## config.mk

```make
export PLATFORM = sky130hd
export DESIGN_NAME = muldiv_seq_flat
export DESIGN_NICKNAME = d
export VERILOG_FILES = /design/src/rtl/muldiv_seq_if.sv /design/src/rtl/muldiv_seq.sv /design/src/flat_wrapper.sv
export SDC_FILE = /design/constraint.sdc
export NUM_CORES = 1
export LEC_CHECK = 0
export ABC_AREA = 0
export ABC_CLOCK_PERIOD_IN_PS = 2600
export CORE_ASPECT_RATIO = 1.2
export CORE_MARGIN = 3
export CORE_UTILIZATION = 28
export DETAILED_ROUTE_END_ITERATION = 8
export HOLD_SLACK_MARGIN = 0.05
export PLACE_DENSITY = 0.45
export SYNTH_ARGS = -nofsm -noshare
export SYNTH_HDL_FRONTEND = slang
export SYNTH_SLANG_ARGS = --single-unit
```

## constraint.sdc

```tcl
create_clock -name clk -period 2.6 [get_ports clk]
set_clock_uncertainty 0.2 [all_clocks]
set_input_delay 0.39 -clock clk [delete_from_list [all_inputs] [get_ports clk]]
set_output_delay 0.39 -clock clk [all_outputs]
set_load 0.01 [all_outputs]
```

## src/rtl/muldiv_seq_if.sv

```systemverilog
// Request/response and shared-ALU signals between muldiv_seq and the execute stage.
// slave is the muldiv unit; master is the pipeline plus the ALU it borrows.
interface muldiv_seq_if #(
  parameter int XLEN = 32
);
  logic            start;
  logic [1:0]      op;
  logic [XLEN-1:0] opa;
  logic [XLEN-1:0] opb;
  logic            kill;
  logic            ready;
  logic            busy;
  logic            valid;
  logic [XLEN-1:0] result;
  logic [2:0]      alu_ctrl;
  logic [XLEN-1:0] alu_a;
  logic [XLEN-1:0] alu_b;
  logic [XLEN-1:0] alu_out;
  logic            alu_sltu;

  modport slave (
    input  start, op, opa, opb, kill, alu_out, alu_sltu,
    output ready, busy, valid, result, alu_ctrl, alu_a, alu_b
  );

  modport master (
    output start, op, opa, opb, kill, alu_out, alu_sltu,
    input  ready, busy, valid, result, alu_ctrl, alu_a, alu_b
  );
endinterface

```

## src/rtl/muldiv_seq.sv

```systemverilog
// Iterative RV32M MUL/DIVU/REMU unit that borrows the execute-stage ALU for one
// add or subtract per cycle; shift-add multiply and restoring divide, 32 iterations.
module muldiv_seq #(
  parameter int         XLEN    = 32,
  parameter int         ITER    = 32,
  parameter logic [2:0] ALU_ADD = 3'b000,
  parameter logic [2:0] ALU_SUB = 3'b001
) (
  input logic         clk,
  input logic         rst_n,
  muldiv_seq_if.slave bus
);

  localparam int CW = $clog2(ITER);

  typedef enum logic [1:0] {
    OP_MUL  = 2'b00,
    OP_ILL  = 2'b01,
    OP_DIVU = 2'b10,
    OP_REMU = 2'b11
  } op_t;

  typedef enum logic [1:0] {
    S_IDLE,
    S_RUN,
    S_DONE
  } state_t;

  state_t          state;
  state_t          state_nxt;
  op_t             op_q;
  logic [CW-1:0]   cnt;
  logic [XLEN-1:0] opb_q;
  logic [XLEN-1:0] acc;
  logic [XLEN-1:0] mcand;
  logic [XLEN-1:0] mplier;
  logic [XLEN-1:0] rem;
  logic [XLEN-1:0] quo;
  logic [XLEN-1:0] result_q;
  logic            valid_q;

  logic            accept;
  logic            last;
  logic            is_div;
  logic [XLEN-1:0] shifted;
  logic            carry;
  logic            take;
  logic [XLEN-1:0] acc_nxt;
  logic [XLEN-1:0] rem_nxt;
  logic [XLEN-1:0] quo_nxt;
  logic [XLEN-1:0] res_sel;

  assign accept = bus.start && !bus.kill && (state == S_IDLE);
  assign last   = (cnt == CW'(ITER - 1));
  assign is_div = (op_q == OP_DIVU) || (op_q == OP_REMU);

  // Divide step: shift the next dividend bit into the partial remainder. The
  // bit shifted out of rem is the 33rd bit; when set, s - opb cannot go negative.
  assign shifted = {rem[XLEN-2:0], quo[XLEN-1]};
  assign carry   = rem[XLEN-1];
  assign take    = carry || !bus.alu_sltu;
  assign rem_nxt = take ? bus.alu_out : shifted;
  assign quo_nxt = {quo[XLEN-2:0], take};
  assign acc_nxt = mplier[0] ? bus.alu_out : acc;

  always_comb begin
    unique case (op_q)
      OP_DIVU: res_sel = quo_nxt;
      OP_REMU: res_sel = rem_nxt;
      default: res_sel = acc_nxt;
    endcase
  end

  // NOTE: sequential state uses non-blocking assignments so every register
  // samples pre-edge values regardless of process order.
  always_ff @(posedge clk or negedge rst_n) begin
    if (!rst_n) begin
      state <= S_IDLE;
    end else begin
      state <= state_nxt;
    end
  end

  // NOTE: every combinational output gets a default before the case so no
  // path leaves it unassigned, which would infer a latch.
  always_comb begin
    state_nxt = state;
    unique case (state)
      S_IDLE: begin
        if (accept) begin
          state_nxt = (op_t'(bus.op) == OP_ILL) ? S_DONE : S_RUN;
        end
      end
      S_RUN: begin
        if (bus.kill) begin
          state_nxt = S_IDLE;
        end else if (last) begin
          state_nxt = S_DONE;
        end
      end
      S_DONE: begin
        state_nxt = S_IDLE;
      end
      default: begin
        state_nxt = S_IDLE;
      end
    endcase
  end

  // The ALU is driven only in RUN, so it stays quiet otherwise.
  always_comb begin
    bus.alu_ctrl = ALU_ADD;
    bus.alu_a    = '0;
    bus.alu_b    = '0;
    if (state == S_RUN) begin
      if (is_div) begin
        bus.alu_ctrl = ALU_SUB;
        bus.alu_a    = shifted;
        bus.alu_b    = opb_q;
      end else begin
        bus.alu_ctrl = ALU_ADD;
        bus.alu_a    = acc;
        bus.alu_b    = mcand;
      end
    end
  end

  assign bus.ready  = (state == S_IDLE);
  assign bus.busy   = (state != S_IDLE);
  assign bus.valid  = valid_q;
  assign bus.result = result_q;

  // NOTE: datapath registers are reset as well, so no X can reach an output
  // or the shared ALU after reset.
  always_ff @(posedge clk or negedge rst_n) begin
    if (!rst_n) begin
      op_q     <= OP_MUL;
      cnt      <= '0;
      opb_q    <= '0;
      acc      <= '0;
      mcand    <= '0;
      mplier   <= '0;
      rem      <= '0;
      quo      <= '0;
      result_q <= '0;
      valid_q  <= 1'b0;
    end else begin
      valid_q <= (state == S_DONE) && !bus.kill;
      if (accept) begin
        op_q   <= op_t'(bus.op);
        opb_q  <= bus.opb;
        cnt    <= '0;
        acc    <= '0;
        mcand  <= bus.opa;
        mplier <= bus.opb;
        rem    <= '0;
        quo    <= bus.opa;
        if (op_t'(bus.op) == OP_ILL) begin
          result_q <= '0;
        end
      end else if ((state == S_RUN) && !bus.kill) begin
        cnt <= cnt + CW'(1);
        if (is_div) begin
          rem <= rem_nxt;
          quo <= quo_nxt;
        end else begin
          acc    <= acc_nxt;
          mcand  <= mcand << 1;
          mplier <= mplier >> 1;
        end
        if (last) begin
          result_q <= res_sel;
        end
      end
    end
  end

endmodule

```

## src/flat_wrapper.sv

```systemverilog
// flat-port wrapper written by rule: the top's interface ports become plain ports
module muldiv_seq_flat 
#(
  parameter int         XLEN    = 32,
  parameter int         ITER    = 32,
  parameter logic [2:0] ALU_ADD = 3'b000,
  parameter logic [2:0] ALU_SUB = 3'b001
)
  (clk, rst_n, bus_start, bus_op, bus_opa, bus_opb, bus_kill, bus_alu_out, bus_alu_sltu, bus_ready, bus_busy, bus_valid, bus_result, bus_alu_ctrl, bus_alu_a, bus_alu_b);
  muldiv_seq_if #(.XLEN(XLEN)) bus_i ();
  input logic clk;
  input logic rst_n;
  input wire logic [$bits(bus_i.start)-1:0] bus_start;
  input wire logic [$bits(bus_i.op)-1:0] bus_op;
  input wire logic [$bits(bus_i.opa)-1:0] bus_opa;
  input wire logic [$bits(bus_i.opb)-1:0] bus_opb;
  input wire logic [$bits(bus_i.kill)-1:0] bus_kill;
  input wire logic [$bits(bus_i.alu_out)-1:0] bus_alu_out;
  input wire logic [$bits(bus_i.alu_sltu)-1:0] bus_alu_sltu;
  output wire logic [$bits(bus_i.ready)-1:0] bus_ready;
  output wire logic [$bits(bus_i.busy)-1:0] bus_busy;
  output wire logic [$bits(bus_i.valid)-1:0] bus_valid;
  output wire logic [$bits(bus_i.result)-1:0] bus_result;
  output wire logic [$bits(bus_i.alu_ctrl)-1:0] bus_alu_ctrl;
  output wire logic [$bits(bus_i.alu_a)-1:0] bus_alu_a;
  output wire logic [$bits(bus_i.alu_b)-1:0] bus_alu_b;
  assign bus_i.start = bus_start;
  assign bus_i.op = bus_op;
  assign bus_i.opa = bus_opa;
  assign bus_i.opb = bus_opb;
  assign bus_i.kill = bus_kill;
  assign bus_i.alu_out = bus_alu_out;
  assign bus_i.alu_sltu = bus_alu_sltu;
  assign bus_ready = bus_i.ready;
  assign bus_busy = bus_i.busy;
  assign bus_valid = bus_i.valid;
  assign bus_result = bus_i.result;
  assign bus_alu_ctrl = bus_i.alu_ctrl;
  assign bus_alu_a = bus_i.alu_a;
  assign bus_alu_b = bus_i.alu_b;
  muldiv_seq #(.XLEN(XLEN), .ITER(ITER), .ALU_ADD(ALU_ADD), .ALU_SUB(ALU_SUB)) u_core (.clk(clk), .rst_n(rst_n), .bus(bus_i));
endmodule
```

* Word level (Yosys, flattened, before mapping) *
Index checks and enable logic that the tools add are counted.

storage, ports and cells
  register bits after elaboration = 234
  bits in latches = 0
  RAM bits = 0
  ROM bits = 0
  output and inout bits = 102
  logic and storage cells = 74
  memories kept = 0

operators by class
  add/sub/neg operators = 1
  multiply operators = 0
  div/mod/pow operators = 0
  $lt $le $gt $ge = 0
  equal/unequal tests = 10
  shifts and indexed selects = 0
  mux-type cells = 35
  bitwise logic cells = 0
  reductions and logical operators = 17

operator list
  cell                                                              count
  32-bit 2-to-1 mux                                                 25
  32-bit case mux with 2 select lines                               1
  5-bit 2-to-1 mux                                                  2
  2-bit 2-to-1 mux                                                  4
  2-bit nonzero test                                                4
  2-bit == test (second input constant)                             3
  2-bit AND reduction                                               3
  5-bit by 1-bit adder with 5-bit output (second input constant)    1
  5-bit == test (second input constant)                             1
  2-bit by 1-bit == test with 1-bit output (second input constant)  2
  1-bit logical AND                                                 4
  2-bit by 1-bit != test with 1-bit output (second input constant)  2
  2-bit case mux with 2 select lines                                1
  3-bit 2-to-1 mux                                                  1
  3-bit by 2-bit != test with 1-bit output (second input constant)  1
  3-bit AND reduction                                               1
  1-bit zero test                                                   2
  2-bit zero test                                                   1
  1-bit logical OR                                                  2
  2-bit != test (second input constant)                             1
  1-bit 2-to-1 mux                                                  1

* Longest topological paths before layout *
  depth in word-level cells = 7
  mapped depth = 8

* Worst setup path after synthesis *
No wires, ideal clock.

  path type = register -> register
  start point = register u_core.cnt[0]
  end point = register u_core.result_q[28], in the netlist u_core.bus.result[28]
  arrival = 1,691 ps
  data required time = 2,290 ps
  setup slack = 599 ps
  cell stages (with the launch flop) = 9
  path buffers = 2
  clock period less this slack = 2,001 ps
  cell sequence = dfrtp_1 ha_1 and3_1 ha_1 nand4bb_1 buf_2 buf_1 o211ai_1 o41ai_1

on the way
  word-level cells in the longest chain between the ends = 3

ends and longest elaborated chain
  item                                  line               source
  start: declaration                    muldiv_seq.sv:32   logic [CW-1:0] cnt;
  start signal: assignment              muldiv_seq.sv:162  cnt <= cnt + CW'(1);
  5-bit == test                         muldiv_seq.sv:54   assign last = (cnt == CW'(ITER - 1));
  2-bit nonzero test (no source line)   --
  3-bit AND reduction (no source line)  --
  end signal: assignment                muldiv_seq.sv:172  result_q <= res_sel;
  end: declaration                      muldiv_seq.sv:39   logic [XLEN-1:0] result_q;

No other way between the ends.
A chain may end at the register's enable or synchronous reset.

* Final worst setup path *
  start point = register u_core.op_q[1]
  end point = output port bus_alu_b[6]

on the way
  word-level cells in the longest chain between the ends = 4

ends and longest elaborated chain
  item                      line                source
  start: declaration        muldiv_seq.sv:31    op_t op_q;
  start signal: assignment  muldiv_seq.sv:150   op_q <= op_t'(bus.op);
  2-bit == test             muldiv_seq.sv:55    assign is_div = (op_q == OP_DIVU) || (op_q == OP_REMU);
  1-bit logical OR *        muldiv_seq.sv:55
  32-bit 2-to-1 mux *       muldiv_seq.sv:116   if (is_div) begin
  32-bit 2-to-1 mux *       muldiv_seq.sv:115   if (state == S_RUN) begin
  end: declaration          flat_wrapper.sv:26  output wire logic [$bits(bus_i.alu_b)-1:0] bus_alu_b;

Every way passes the cells marked *; elsewhere a longest branch is shown, timed or not.

==> impl_metrics.yaml <==
critical_path:
  worstSetupEndpointType: "output port"
  arrival_ns: 1.95
  rr_worst_depth: 5
  r2r-end: "u_core.quo[8]$_DFFE_PN0P_"
  criticalPathCategory: "reg2out"
  cp_max_fo: 12
  critPathLaunchType: "flop"
  required_ns: 2.01
  r2r_start: "u_core.state[0]$_DFFE_PN0P_"
  r2r_slack_ns: 0.32
yosys:
  ys_seq_elements: 234
  synthCells: 1266
  synth.avg_cell_area_um2: 9.504
  muxShareOfSynthArea: 0.1073
  synth.area.top_cells: "dfrtp_1, mux2i_1, nand2_1, nor2_1, a211oi_1"
  synth_top_family_by_area: "compound AO/OA/AOI/OAI gates"
  synth.distinct_cells: 39
  synthSimpleGateAreaFrac: 0.1653
  synth_compound_area_frac: 0.1861
  synth_top_cell_area_share: 0.4867
  synth_edf_count: 0
  dominantRegCellSynth: "dfrtp_1"
  synth_fa_ha_area_frac: 0.002080
  ys_seq_area_frac: 0.4867
  ys_warn_count: 0
  synth_xor_area_frac: 0.001456
  async_reset_ff_frac: 1.000
  synth_area_leader_cell: "dfrtp_1"
  synth_area_um2: 12030
finish:
  area_growth_pct: 33.60
  fillers: 4311
  utilization: 0.3821
  final_area_um2: 16070
  nNetsFinal: 1539
  diodes: 0
  layout-drive-gt1-share: 0.1039
timing:
  fin_crit_sh: 0.9771
  finalWorstSetupSlack_ns: 0.05965
  tightest_slew_ns: 0.6770
  hold_ws_ns: 0.1672
  max_freq_mhz: 393.6
  relSlewSlack: 0.5487
  final_hold_viol_count: 0
  slew_viol_final: 0
  min_period_ns: 2.540
  setup_violations: 0
  rsz0062_at_grt: "yes"
placement:
  hpwl_um: 28320
  place_congestion: 0.7658
  place_area_um2: 15010
  pre_cts_slack_ns: 0.1776
  io_buffers: 202
clocking:
  root_buffer: "clkbuf_16"
  cts-buffers-inserted: 27
  cts.sinks: 234
  clk_latency_ns: 0.55
  cts_tree: "done"
  clkTransAtPathRegs_ns: 0.06
  htreeDepth: 1
  cts_buffer_depth: 3
routing:
  drc: 0
  postRouteAntennaNets: 0
  drt_iter0_drc: 593
  drtPass1Iterations: 5
  vias_per_cell: 5.126
  routed_wl_um: 42500
  post_drt_wl_per_cell_um: 21.26
  route.vias.total: 10250
power_and_ir_drop:
  peakVddDrop_mv: 0.4842
  power_density_nw_per_um2: 771.7
  power_leakage_uw: 0.007293
  fin_total_pwr_uw: 12400
floorplan:
  fp-row-count: 82
  start_util: 0.2860
  io_pins: 205
  design.die.area_um2: 45500
  die_h_um: 233.1
  core_um2: 42070
  fp.dieW_um: 195.2
grt:
  grt_use_total: 0.1823
  grt_overflow: 0
  grt_max_degree: 131
  grt_pass1_wl_um: 65720
  antenna_found_initial: 1
  grt_pass1_vias: 10570
outcome:
  status: "completed"
run:
  max_cap_violations: 0
hold_path:
  hp-class: "in2async"
==> layout by cell type, fill, tap and decap left out, types with 3 or more instances in the layout <==
cell             netlist  routed
clkinv_2               0       8
mux2i_1              129     112
nor2_1               131     129
a31oi_1               40      40
a22o_1                 4       4
clkbuf_2               0       8
nand2_1              205     205
clkbuf_8               0       9
dlymetal6s2s_1         0       3
o2bb2ai_1             32      32
buf_4                  2      30
clkdlybuf4s15_1        0       8
and3b_1               31      31
o41ai_1               32      32
o21ai_0               37      37
mux2i_2                0      12
a21oi_1               32      32
buf_12                 0      31
mux2i_4                0       5
a22oi_1               23      23
bufinv_16              0       3
clkbuf_16              0      28
a211oi_1              62      62
dfrtp_1              234     232
nand3_1               56      56
o21ai_1               28      28
dlygate4sd2_1          0      47
clkdlybuf4s50_1        0     135
o211ai_1              32      32
==> sequential cells by signal (all words and copies together) (netlist names) <==
name / flops
u_core.cnt: 5
u_core.opb_q: 32
u_core.mcand: 32
u_core.rem: 32
u_core.bus.valid: 1
u_core.quo: 32
u_core.op_q: 2
u_core.mplier: 32
u_core.acc: 32
u_core.bus.result: 32
u_core.state: 2
==> layer usage <==
metal,up-vias,GRT usage,share of wire
met1,5053,0.2583,0.47
met2,243,0.2954,0.46
met3,49,0.02452,0.043
li1,4900,-,-
met5,-,0,0.00047
met4,2,0.04680,0.021
==> stage by stage <==
step	instances	setup TNS, ns
final	1999	0
after global routing	1999	-0.02122
after CTS	1998	-0.7585
after detailed placement	1945	0
after global placement	1945	0
after floorplan	1267	0
==> critical path, cell delays in order, from the launching register on <==
cell	delay, ns
dfrtp_4	0.49
buf_12	0.16
buf_12	0.15
mux2i_2	0.21
nor2_1	0.07
dlygate4sd2_1	0.30
==> cell type report <==
type	count	area, um^2	share of cell area
Inverter	3	11.26	0.0007006
Clock buffer	36	799.5	0.04974
Timing Repair Buffer	266	2828	0.1759
Tap cell	546	683.2	0.04250
Sequential cell	234	5861	0.3646
Clock inverter	12	138.9	0.008640
Multi-Input combinational cell	902	5753	0.3579
==> synthesized netlist by cell type (all sizes together) (4+ instances only) <==
library cell,number
a211oi,62
a21oi,32
a22o,4
a22oi,23
a31oi,40
and3b,31
buf,71
clkbuf,57
dfrtp,234
mux2i,129
nand2,205
nand2b,4
nand3,56
nor2,131
o211ai,32
o21ai,65
o2bb2ai,32
o41ai,32
==> timing repair <==
item / CTS / global route
resized for setup: 76 / 41
hold endpoints to repair: 182 / 0
endpoints found under the setup margin: 66 / 29
hold buffers: 1 / 0
setup buffers: 4 / 0
gates cloned: 0 / 1
==> cell families (layout without fill, tap and decap cells) <==
group | count (synthesis) | count (layout)
AO/OA/AOI/OAI | 326 | 326
XOR/XNOR | 2 | 2
adder cells (fa/ha/maj) | 2 | 2
buffers and inverters | 131 | 317
flip-flops | 234 | 234
multiplexers | 129 | 129
other | 1 | 2
AND/OR/NAND/NOR | 441 | 441
==> power by group <==
part	internal (uW)	total (uW)	leakage, uW	switching [uW]
Sequential	4370	5070	0.00298	694
Clock	2440	4050	0.000476	1610
Combinational	1530	3290	0.00384	1760
==> worst max-delay path by stage <==
stage / endpoint / from / slack (ns)
final: bus_alu_b[6] / u_core.op_q[1]$_DFFE_PN0P_ / 0.06
after global routing: bus_alu_b[1] / u_core.op_q[1]$_DFFE_PN0P_ / -0.01
after CTS: bus_alu_a[2] / u_core.state[1]$_DFFE_PN0P_ / -0.27
after detailed placement: u_core.quo[30]$_DFFE_PN0P_ / bus_kill / 0.18
after global placement: u_core.quo[30]$_DFFE_PN0P_ / bus_kill / 0.22
after floorplan: u_core.bus.result[28]$_DFFE_PN0P_ / u_core.cnt[0]$_DFFE_PN0P_ / 0.60
Note: power is estimated with default switching activity, not from simulation.
